<file path="src/rtl/relu_maxpool2x2_pkg.sv">
// -----------------------------------------------------------------------------
// pool_pkg
// Shared definitions for the relu_maxpool2x2 pooling stage: sample width,
// the row-phase state encoding and a signed 16-bit max helper.
// -----------------------------------------------------------------------------
package pool_pkg;

   localparam int DATA_W = 16;

   typedef enum logic [1:0] {
      ROW_EVEN = 2'd0,  // first row of a 2x2 block: build pair maxima
      ROW_ODD  = 2'd1,  // second row of a block: finish and emit
      DROP     = 2'd2   // unpaired last row of an odd-height frame
   } state_t;

   // Signed two's-complement max; ties return either operand (equal anyway).
   function automatic logic signed [DATA_W-1:0] smax16(
      input logic signed [DATA_W-1:0] a,
      input logic signed [DATA_W-1:0] b
   );
      return (a > b) ? a : b;
   endfunction

endpackage

</file>
<file path="src/rtl/relu_maxpool2x2_if.sv">
// -----------------------------------------------------------------------------
// relu_maxpool2x2_if
// Streaming bus between the convolution stage and the pooling stage.
//   conv_valid / conv_out : sample stream into the pooler (raster order)
//   pool_valid / pool_out : pooled result strobe and value
//   frame_done            : strobe after the last sample of a frame
// Modports: master = upstream/consumer side, slave = pooling stage.
// -----------------------------------------------------------------------------
interface relu_maxpool2x2_if;
   import pool_pkg::*;

   logic                     conv_valid;
   logic signed [DATA_W-1:0] conv_out;
   logic signed [DATA_W-1:0] pool_out;
   logic                     pool_valid;
   logic                     frame_done;

   modport master (
      output conv_valid, conv_out,
      input  pool_out, pool_valid, frame_done
   );

   modport slave (
      input  conv_valid, conv_out,
      output pool_out, pool_valid, frame_done
   );

endinterface

</file>
<file path="src/rtl/relu_maxpool2x2_row_buf.sv">
// -----------------------------------------------------------------------------
// pool_row_buf
// Half-row buffer of pair maxima. One write port, asynchronous read, both
// addressed by the same index (col>>1).
//   clk   : clock
//   we    : write enable
//   idx   : entry index
//   wdata : value written on we
//   rdata : combinational read of entry idx
// -----------------------------------------------------------------------------
module pool_row_buf
   import pool_pkg::*;
#(
   parameter int DEPTH = 15,
   parameter int IDX_W = 4
) (
   input  logic                     clk,
   input  logic                     we,
   input  logic [IDX_W-1:0]         idx,
   input  logic signed [DATA_W-1:0] wdata,
   output logic signed [DATA_W-1:0] rdata
);

   logic signed [DATA_W-1:0] mem [0:DEPTH-1];

   // NOTE: storage is deliberately not reset; every entry is rewritten in an
   // even row before any odd row reads it, so a reset would only cost area.
   always_ff @(posedge clk) begin
      if (we) begin
         mem[idx] <= wdata;
      end
   end

   assign rdata = mem[idx];

endmodule

</file>
<file path="src/rtl/relu_maxpool2x2.sv">
// -----------------------------------------------------------------------------
// relu_maxpool2x2
// Streaming 2x2 stride-2 max-pool over a raster-order convolution stream,
// with optional per-sample ReLU. Odd trailing columns/rows are dropped.
// One pooled value is emitted per 2x2 block; there is no backpressure.
//   clk : clock, rising edge
//   rst : asynchronous active-high reset
//   bus : relu_maxpool2x2_if.slave (conv_valid/conv_out in,
//         pool_valid/pool_out/frame_done out)
// Parameters: CONV_W, CONV_H = convolution output frame size (each >= 2).
// Build option: define POOL_RELU_EN to clamp negative samples to 0 before max.
// -----------------------------------------------------------------------------
module relu_maxpool2x2
   import pool_pkg::*;
#(
   parameter int CONV_W = 30,
   parameter int CONV_H = 30
) (
   input  logic              clk,
   input  logic              rst,
   relu_maxpool2x2_if.slave  bus
);

   localparam int  DEPTH = CONV_W / 2;
   localparam int  IDX_W = (DEPTH > 1) ? $clog2(DEPTH) : 1;
   localparam int  COL_W = $clog2(CONV_W);
   localparam int  ROW_W = $clog2(CONV_H);
   localparam bit  H_ODD = (CONV_H % 2) == 1;

   state_t                   state_q, state_d;
   logic [COL_W-1:0]         col;
   logic [ROW_W-1:0]         row;
   logic signed [DATA_W-1:0] hold;
   logic signed [DATA_W-1:0] s;
   logic signed [DATA_W-1:0] pair_max;
   logic signed [DATA_W-1:0] quad_max;
   logic signed [DATA_W-1:0] buf_rdata;
   logic signed [DATA_W-1:0] pool_out_q;
   logic                     pool_valid_q;
   logic                     frame_done_q;
   logic [IDX_W-1:0]         buf_idx;
   logic                     row_end, last_row, frame_end, next_row_last;
   logic                     buf_we, emit;

`ifdef POOL_RELU_EN
   assign s = bus.conv_out[DATA_W-1] ? '0 : bus.conv_out;
`else
   assign s = bus.conv_out;
`endif

   assign row_end       = (col == COL_W'(CONV_W - 1));
   assign last_row      = (row == ROW_W'(CONV_H - 1));
   assign frame_end     = row_end && last_row;
   assign next_row_last = (row == ROW_W'(CONV_H - 2));

   assign buf_idx  = IDX_W'(col >> 1);
   assign pair_max = smax16(hold, s);
   assign quad_max = smax16(pair_max, buf_rdata);

   pool_row_buf #(
      .DEPTH (DEPTH),
      .IDX_W (IDX_W)
   ) u_row_buf (
      .clk   (clk),
      .we    (buf_we),
      .idx   (buf_idx),
      .wdata (pair_max),
      .rdata (buf_rdata)
   );

   // NOTE: every signal assigned here gets a default first, so no path can
   // leave one unassigned and infer a latch.
   always_comb begin
      state_d = state_q;
      buf_we  = 1'b0;
      emit    = 1'b0;
      if (bus.conv_valid) begin
         // Odd columns complete a horizontal pair; the trailing even column
         // of an odd-width row never pairs and so writes/emits nothing.
         buf_we = (state_q == ROW_EVEN) && col[0];
         emit   = (state_q == ROW_ODD)  && col[0];
         if (frame_end) begin
            state_d = ROW_EVEN;
         end else if (row_end) begin
            unique case (state_q)
               ROW_EVEN: state_d = ROW_ODD;
               ROW_ODD:  state_d = (H_ODD && next_row_last) ? DROP : ROW_EVEN;
               DROP:     state_d = DROP;
               default:  state_d = ROW_EVEN;
            endcase
         end
      end
   end

   // NOTE: state registers use non-blocking assignments so every register
   // samples pre-edge values regardless of statement order.
   always_ff @(posedge clk or posedge rst) begin
      if (rst) begin
         state_q      <= ROW_EVEN;
         col          <= '0;
         row          <= '0;
         hold         <= '0;
         pool_out_q   <= '0;
         pool_valid_q <= 1'b0;
         frame_done_q <= 1'b0;
      end else begin
         pool_valid_q <= emit;
         frame_done_q <= bus.conv_valid && frame_end;
         if (emit) begin
            pool_out_q <= quad_max;
         end
         if (bus.conv_valid) begin
            state_q <= state_d;
            if (!col[0] && state_q != DROP) begin
               hold <= s;
            end
            if (row_end) begin
               col <= '0;
               row <= last_row ? '0 : row + 1'b1;
            end else begin
               col <= col + 1'b1;
            end
         end
      end
   end

   assign bus.pool_out   = pool_out_q;
   assign bus.pool_valid = pool_valid_q;
   assign bus.frame_done = frame_done_q;

endmodule
</file>
<file path="src/flat_wrapper.sv">
// flat-port wrapper written by rule: the top's interface ports become plain ports
module relu_maxpool2x2_flat import pool_pkg::*;
#(
   parameter int CONV_W = 30,
   parameter int CONV_H = 30
)
  (clk, rst, bus_conv_valid, bus_conv_out, bus_pool_out, bus_pool_valid, bus_frame_done);
  relu_maxpool2x2_if bus_i ();
  input  logic clk;
  input  logic rst;
  input wire logic [$bits(bus_i.conv_valid)-1:0] bus_conv_valid;
  input wire logic [$bits(bus_i.conv_out)-1:0] bus_conv_out;
  output wire logic [$bits(bus_i.pool_out)-1:0] bus_pool_out;
  output wire logic [$bits(bus_i.pool_valid)-1:0] bus_pool_valid;
  output wire logic [$bits(bus_i.frame_done)-1:0] bus_frame_done;
  assign bus_i.conv_valid = bus_conv_valid;
  assign bus_i.conv_out = bus_conv_out;
  assign bus_pool_out = bus_i.pool_out;
  assign bus_pool_valid = bus_i.pool_valid;
  assign bus_frame_done = bus_i.frame_done;
  relu_maxpool2x2 #(.CONV_W(CONV_W), .CONV_H(CONV_H)) u_core (.clk(clk), .rst(rst), .bus(bus_i));
endmodule
</file>
<file path="config.mk">
export PLATFORM = sky130hd
export DESIGN_NAME = relu_maxpool2x2_flat
export DESIGN_NICKNAME = d
export VERILOG_FILES = /design/src/rtl/relu_maxpool2x2_pkg.sv /design/src/rtl/relu_maxpool2x2_if.sv /design/src/rtl/relu_maxpool2x2_row_buf.sv /design/src/rtl/relu_maxpool2x2.sv /design/src/flat_wrapper.sv
export SDC_FILE = /design/constraint.sdc
export NUM_CORES = 1
export LEC_CHECK = 0
export CORE_UTILIZATION = 55
export CTS_CLUSTER_DIAMETER = 50
export CTS_CLUSTER_SIZE = 25
export DETAILED_ROUTE_END_ITERATION = 10
export HOLD_SLACK_MARGIN = 0.15
export PLACE_DENSITY = 0.75
export SYNTH_ARGS = -nofsm -noshare
export SYNTH_HDL_FRONTEND = slang
export SYNTH_HIERARCHICAL = 1
export SYNTH_SLANG_ARGS = --single-unit
</file>
<file path="constraint.sdc">
create_clock -name clk -period 4.5 [get_ports clk]
set_input_delay 0.675 -clock clk [delete_from_list [all_inputs] [get_ports clk]]
set_output_delay 0.675 -clock clk [all_outputs]
set_load 0.02 [all_outputs]
</file>
==> key figures <==
Global routing
  • GRT Overall Usage: 22.6%
  • Global-route wire length before repair: 40.4 mm
  • GRT Residual Overflow: 0
  • Initial antenna violation count: 0
  • Vias in the first global route: 7274
  • Largest net degree at the start of global routing: 53

Power
  • Power per cell area: 609 nW/µm²
  • Pint: 5890 µW
  • Switching power total: 2940 µW
  • Leakage: 0.00535 µW
  • VDD IR max: 431 µV
  • Total power: 8830 µW
  • Logic pwr share: 37.8%
  • Switching Fraction: 33.3%
  • Power share of the clock group: 22.7%
  • Reg power frac: 39.5%

Floorplan
  • Core area: 22000 µm²
  • Die Width: 152 µm
  • # IOs: 37
  • Die area: 23200 µm²
  • Cell Rows: 54
  • Initial Util: 56.5%
  • Die height: 152 µm

Yosys
  • Yosys reg bits: 286
  • Number of synthesized flops with an enable pin: 240
  • Async SR Flop Fraction: 16.1%
  • Yosys cell types: 55
  • Top_reg_cell synth: edfxtp_1
  • Synthesized area: 12400 µm²
  • Avg Cell Area, Syn: 16.9 µm²
  • Synth Instances: 734
  • Syn Nets: 789
  • Ys Warns: 6
  • Sequential share of the synthesized area: 67.4%

Route
  • Remaining DRCs: 1
  • TritonRoute pass-1 iters: 7
  • Vias per cell: 6.14
  • Vias after detailed routing: 6918
  • First DRT Iteration DRCs: 708
  • Post-Route WL: 25.5 mm
  • Detail Route Antenna Nets: 0
  • DR WL/cell: 22.6 µm

Clock network
  • CTS tree: yes
  • Root Driver: clkbuf_16
  • Reg clk slew, reported paths: 80 ps
  • Hold-fix buffers, CTS: 0
  • Clk sink count: 286
  • Clk buf depth: 3
  • H-Tree Level Count: 1
  • CTS Buf Count: 23
  • Clk_lat worst skew: 520 ps

Critical path
  • Setup crit start kind: input pin
  • Worst setup EP type: register
  • Critical path fanouts, max: 9
  • Critical path required time: 4900 ps
  • Worst EP arrival: 4760 ps
  • WS Path Type: input pin to register

Finish
  • N_diodes: 0
  • Nets: 886
  • Share of cells above drive strength 1: 26.6%
  • Final non-filler cell total: 1127
  • Number of filler cells placed in the layout: 1424
  • Syn-to-layout area delta: 17.0%

STA
  • Measured slew at the worst slew-check pin: 1020 ps
  • Max_slew headroom: 31.8%
  • Max-slew violation count: 0
  • Tcrit/Tclk final: 97.0%
  • Hold Vio Cnt, Final: 0
  • Clock Skews: 23.1 ps
  • Min cycle time layout: 4370 ps
  • Final setup violation count: 0
  • F_max: 0.229 GHz

Place
  • DP Wirelength: 16.2 mm
  • # port buffers: 36
  • Dpl cells: 1079
  • Routability congestion estimate: 0.814

Job
  • Max-cap viol count: 0

Outcome
  • Outcome: complete, but fails checks
  • Violations in the final reports: design-rule violations

Min path
  • Hold WC Path Type: register to register
layout make-up:
type / instances / area (µm²) / share of cell area, %
clock inverters: 18 / 178 / 1.22
repair buffers: 108 / 1000 / 6.92
well taps: 280 / 350 / 2.41
clock buffers: 23 / 576 / 3.97
inverters: 36 / 135 / 0.931
flip-flops and latches: 286 / 8360 / 57.6
multi-input cells: 376 / 3900 / 26.9
state kept, by name, summed over array words and instances, names as in the netlist:
name	flops
u_core/bus.pool_out	16
u_core/row	5
u_core/bus.frame_done	1
u_core/hold	16
u_core/col	5
u_core/bus.pool_valid	1
u_core/state_q	2
u_core/u_row_buf/mem	240
synth_stat cells (all sizes together), types with 16 or more instances:
library cell,n,area share [%]
edfxtp,240,58
mux4,48,9.4
dfrtp,46,9.3
nand2,40,1.2
nor2,39,1.2
ha,36,3.6
inv,36,1.1
mux2,30,3.0
o21ai,29,1.2
clkbuf,22,0.67
mux2i,18,1.5
a221o,16,1.3
a22o,16,1.1
through the flow:
step	cell area, µm²	setup WS [ps]	util [%]	hold slack (ps)	TNS, ps
6_report	14500	133	66.1	523	0
5_1_grt	14500	-55.9	66.1	540	-468
4_1_cts	14400	0.248	65.5	520	0
3_5_place_dp	13500	-1030	61.3	508	-16110
3_3_place_gp	13500	-778	61.3	496	-12250
2_1_floorplan	12400	2.14	-	474	0
per-layer routing:
metal | vias up | track usage [%] | part of all wire [%]
li1 | 3105 | - | -
met1 | 3556 | 31.5 | 43
met2 | 208 | 38.1 | 50
met3 | 49 | 2.93 | 4.7
met4 | 0 | 6.07 | 2.6
met5 | - | 0 | 0
critical path, cell delays in order:
cell             delay [ps]
clkdlybuf4s50_1         500
inv_2                    60
ha_4                    200
nor2b_1                 120
o211ai_1                320
a211oi_4                120
o311ai_4                300
and2_4                  220
buf_12                  110
buf_4                   120
mux2_2                  340
ha_1                    180
a211o_1                 330
nor4b_4                 250
o31a_1                  160
o21ai_2                  70
buf_6                   140
buf_12                  140
a22oi_1                 150
a21bo_1                 240
repair_timing:
action / 4_1_cts / 5_1_grt
setup buffers: 4 / 2
cloned: 1 / 0
pin swaps: 9 / 13
endpoints found under the setup margin: 16 / 16
gates resized for setup: 18 / 22
layout by cell type (no fill, tap or decap), types with 4 or more instances in the layout:
cell type        instances
nand2b_1                 5
buf_12                   5
a21bo_2                 14
inv_1                   33
edfxtp_1               240
o21ai_1                 16
buf_4                   65
dlymetal6s2s_1           6
a22o_1                  16
nor2b_1                  5
ha_4                     6
inv_12                   4
nor3_2                   4
a21oi_1                  8
a22oi_1                  8
ha_1                    30
clkdlybuf4s50_1         28
o21ai_0                 12
mux2_4                  10
nand4_1                  9
clkbuf_16               23
nand2_1                 39
mux4_1                  21
a22oi_2                  7
mux2_2                  20
o31ai_1                  4
mux4_2                  27
dfrtp_1                 44
nor2_1                  37
inv_6                    4
mux2i_1                 17
a221o_1                 16
power groups by stage:
| stage | combinational, µW | sequential [µW] | clock [µW] |
|---|---|---|---|
| 6_report | 3340 | 3490 | 2000 |
| 5_1_grt | 3560 | 3520 | 2150 |
| 4_1_cts | 3270 | 3490 | 2040 |
| 3_5_place_dp | 2950 | 3540 | 0 |
| 3_3_place_gp | 2840 | 3530 | 0 |
| 2_1_floorplan | 2020 | 3470 | 0 |
worst paths after layout:
| kind | depth (start not counted) | slack [ps] | start | end |
|---|---|---|---|---|
| min in group asynchronous | 2 | 720 | rst | u_core/hold[14] |
| max reg2reg | 20 | 170 | u_core/hold[15] | u_core/bus.pool_out[6] |
| max | 20 | 130 | bus_conv_out[1] | u_core/bus.pool_out[6] |
| min | 1 | 520 | u_core/state_q[1] | u_core/state_q[0] |
| min reg2reg | 1 | 520 | u_core/state_q[1] | u_core/state_q[0] |
| max in group asynchronous | 2 | 3030 | rst | u_core/col[1] |
logic make-up after synthesis:
kind of cell | Yosys count | synth area share (%)
fa+ha+maj | 36 | 3.63
simple gates | 120 | 4.51
compound gates | 124 | 7.65
flops | 286 | 67.4
mux | 96 | 13.8
buf+inv | 72 | 2.98
Power figures use the tool's default switching activity.
==> variant (same settings) <==
Build with the macro `POOL_RELU_EN` defined.
--- a/src/rtl/relu_maxpool2x2.sv
+++ b/src/rtl/relu_maxpool2x2.sv
@@ -12,2 +12,4 @@
 // -----------------------------------------------------------------------------
+`define POOL_RELU_EN
+
 module relu_maxpool2x2
Behaviour: same outputs for any inputs over 10 cycles, from zero or initial values and one cycle with rst high; that may be too few to reach the edited logic, so the function may still have changed.
==> variant against the unedited design <==
Setup slack better by 0.074 ns; clock power up 9.5%; sequential cell count down 1; sequential power up 1%; fmax up 1.7%; cell area up 0.99%; routed wire length down 0.95%; total power down 1.1%; final cell count up 1.5%; clock skew down 0.013 ns; synthesized area down 0.79%.
==> variant: results (changes against the unedited design) <==
metric;value;unit;change
status;completed;;
vdd_drop_max;0.262;mV;-39%
use_met3;0.0353;;+0.00603
fin_worst_skew;0.00980;ns;-0.0133 ns
synthAdderAreaFrac;0.0346;;-0.00175
dpl.hpwl;15.7;mm;-2.9%
slew_headroom;0.367;;+0.0488
worst-path-max-fanout;8;;-1
syn_inst;730;;-0.54%
worstReg2RegStart;u_core/col[1]$_DFFE_PP0P_;;
use_met1;0.303;;-0.0122
synth.distinct_cells;53;;-3.6%
wl_met3;1.64;mm;+39%
crit_start;bus_conv_out[11];;
nets;901;;+1.7%
synthMuxAreaShare;0.133;;-0.00521
p_per_area;597;mW/mm^2;-2.0%
min_from;u_core/bus.pool_out[15]$_DFFE_PP0P_;;
place_ws;-0.571;ns;+0.456 ns
p_leak;5.41;nW;+1.1%
grt_max_degree;49;;-7.5%
synth_compound_area_frac;0.0703;;-0.00621
place_inst;1096;;+1.6%
ys_seq_area_frac;0.677;;+0.00331
synth_common_cells;edfxtp_1, inv_1, nand2_1;;
crit_arrival;4.73;ns;-0.03 ns
met2_length;12.9;mm;+0.52%
worst_hold_slack;0.495;ns;-0.0275 ns
fmax;0.233;GHz;+1.7%
drtIter0Drc;503;;-29%
drt-met1-wl;10.3;mm;-4.6%
reg2reg_slack;0.45;ns;+0.28 ns
routedWlPerCell;22.1;um;-2.4%
slowest_delay;0.46;ns;-0.04 ns
r2r_cells;12;;-40%
crit_path_end;u_core/bus.pool_out[14]$_DFFE_PP0P_;;
ys_async_sr_fraction;0.158;;-0.00294
vias;6862;;-0.81%
gr-usage-met2;0.382;;+0.00122
grt_pass1_vias;7004;;-3.7%
grt_pass1_wl;38.6;mm;-4.4%
holdPathEnd;u_core/bus.pool_out[15]$_DFFE_PP0P_;;
## variant: cell count changes after synthesis, moves of 14 or more
| cell | before | now |
|---|---|---|
| a21bo_2 | 14 | 0 |
| a22oi_1 | 15 | 1 |
| inv_1 | 36 | 52 |
| mux2i_1 | 17 | 32 |
| nor2_1 | 39 | 18 |
## variant: area by class of cell
cell class                 instances  area share
clock inverter                    18      0.0185
multi-input combinational        373       0.266
timing repair buffer             113      0.0701
inverter                          52      0.0133
clock buffer                      23      0.0393
tap                              280      0.0239
sequential                       285       0.569
## variant: where the power goes
part,internal (mW),total [mW],switching [mW]
sequential,3.22,3.53,0.306
combinational,1.46,3.03,1.57
clock,1.14,2.19,1.05
total,5.82,8.74,2.92
## variant: repair_timing
| action | 4_1_cts | 5_1_grt |
|---|---|---|
| setup buffers | 0 | 4 |
| cloned | 0 | 3 |
| pin swaps | 0 | 11 |
| endpoints found under the hold margin | 0 | 0 |
| setup endpoints to repair | 8 | 15 |
| gates resized for setup | 2 | 43 |
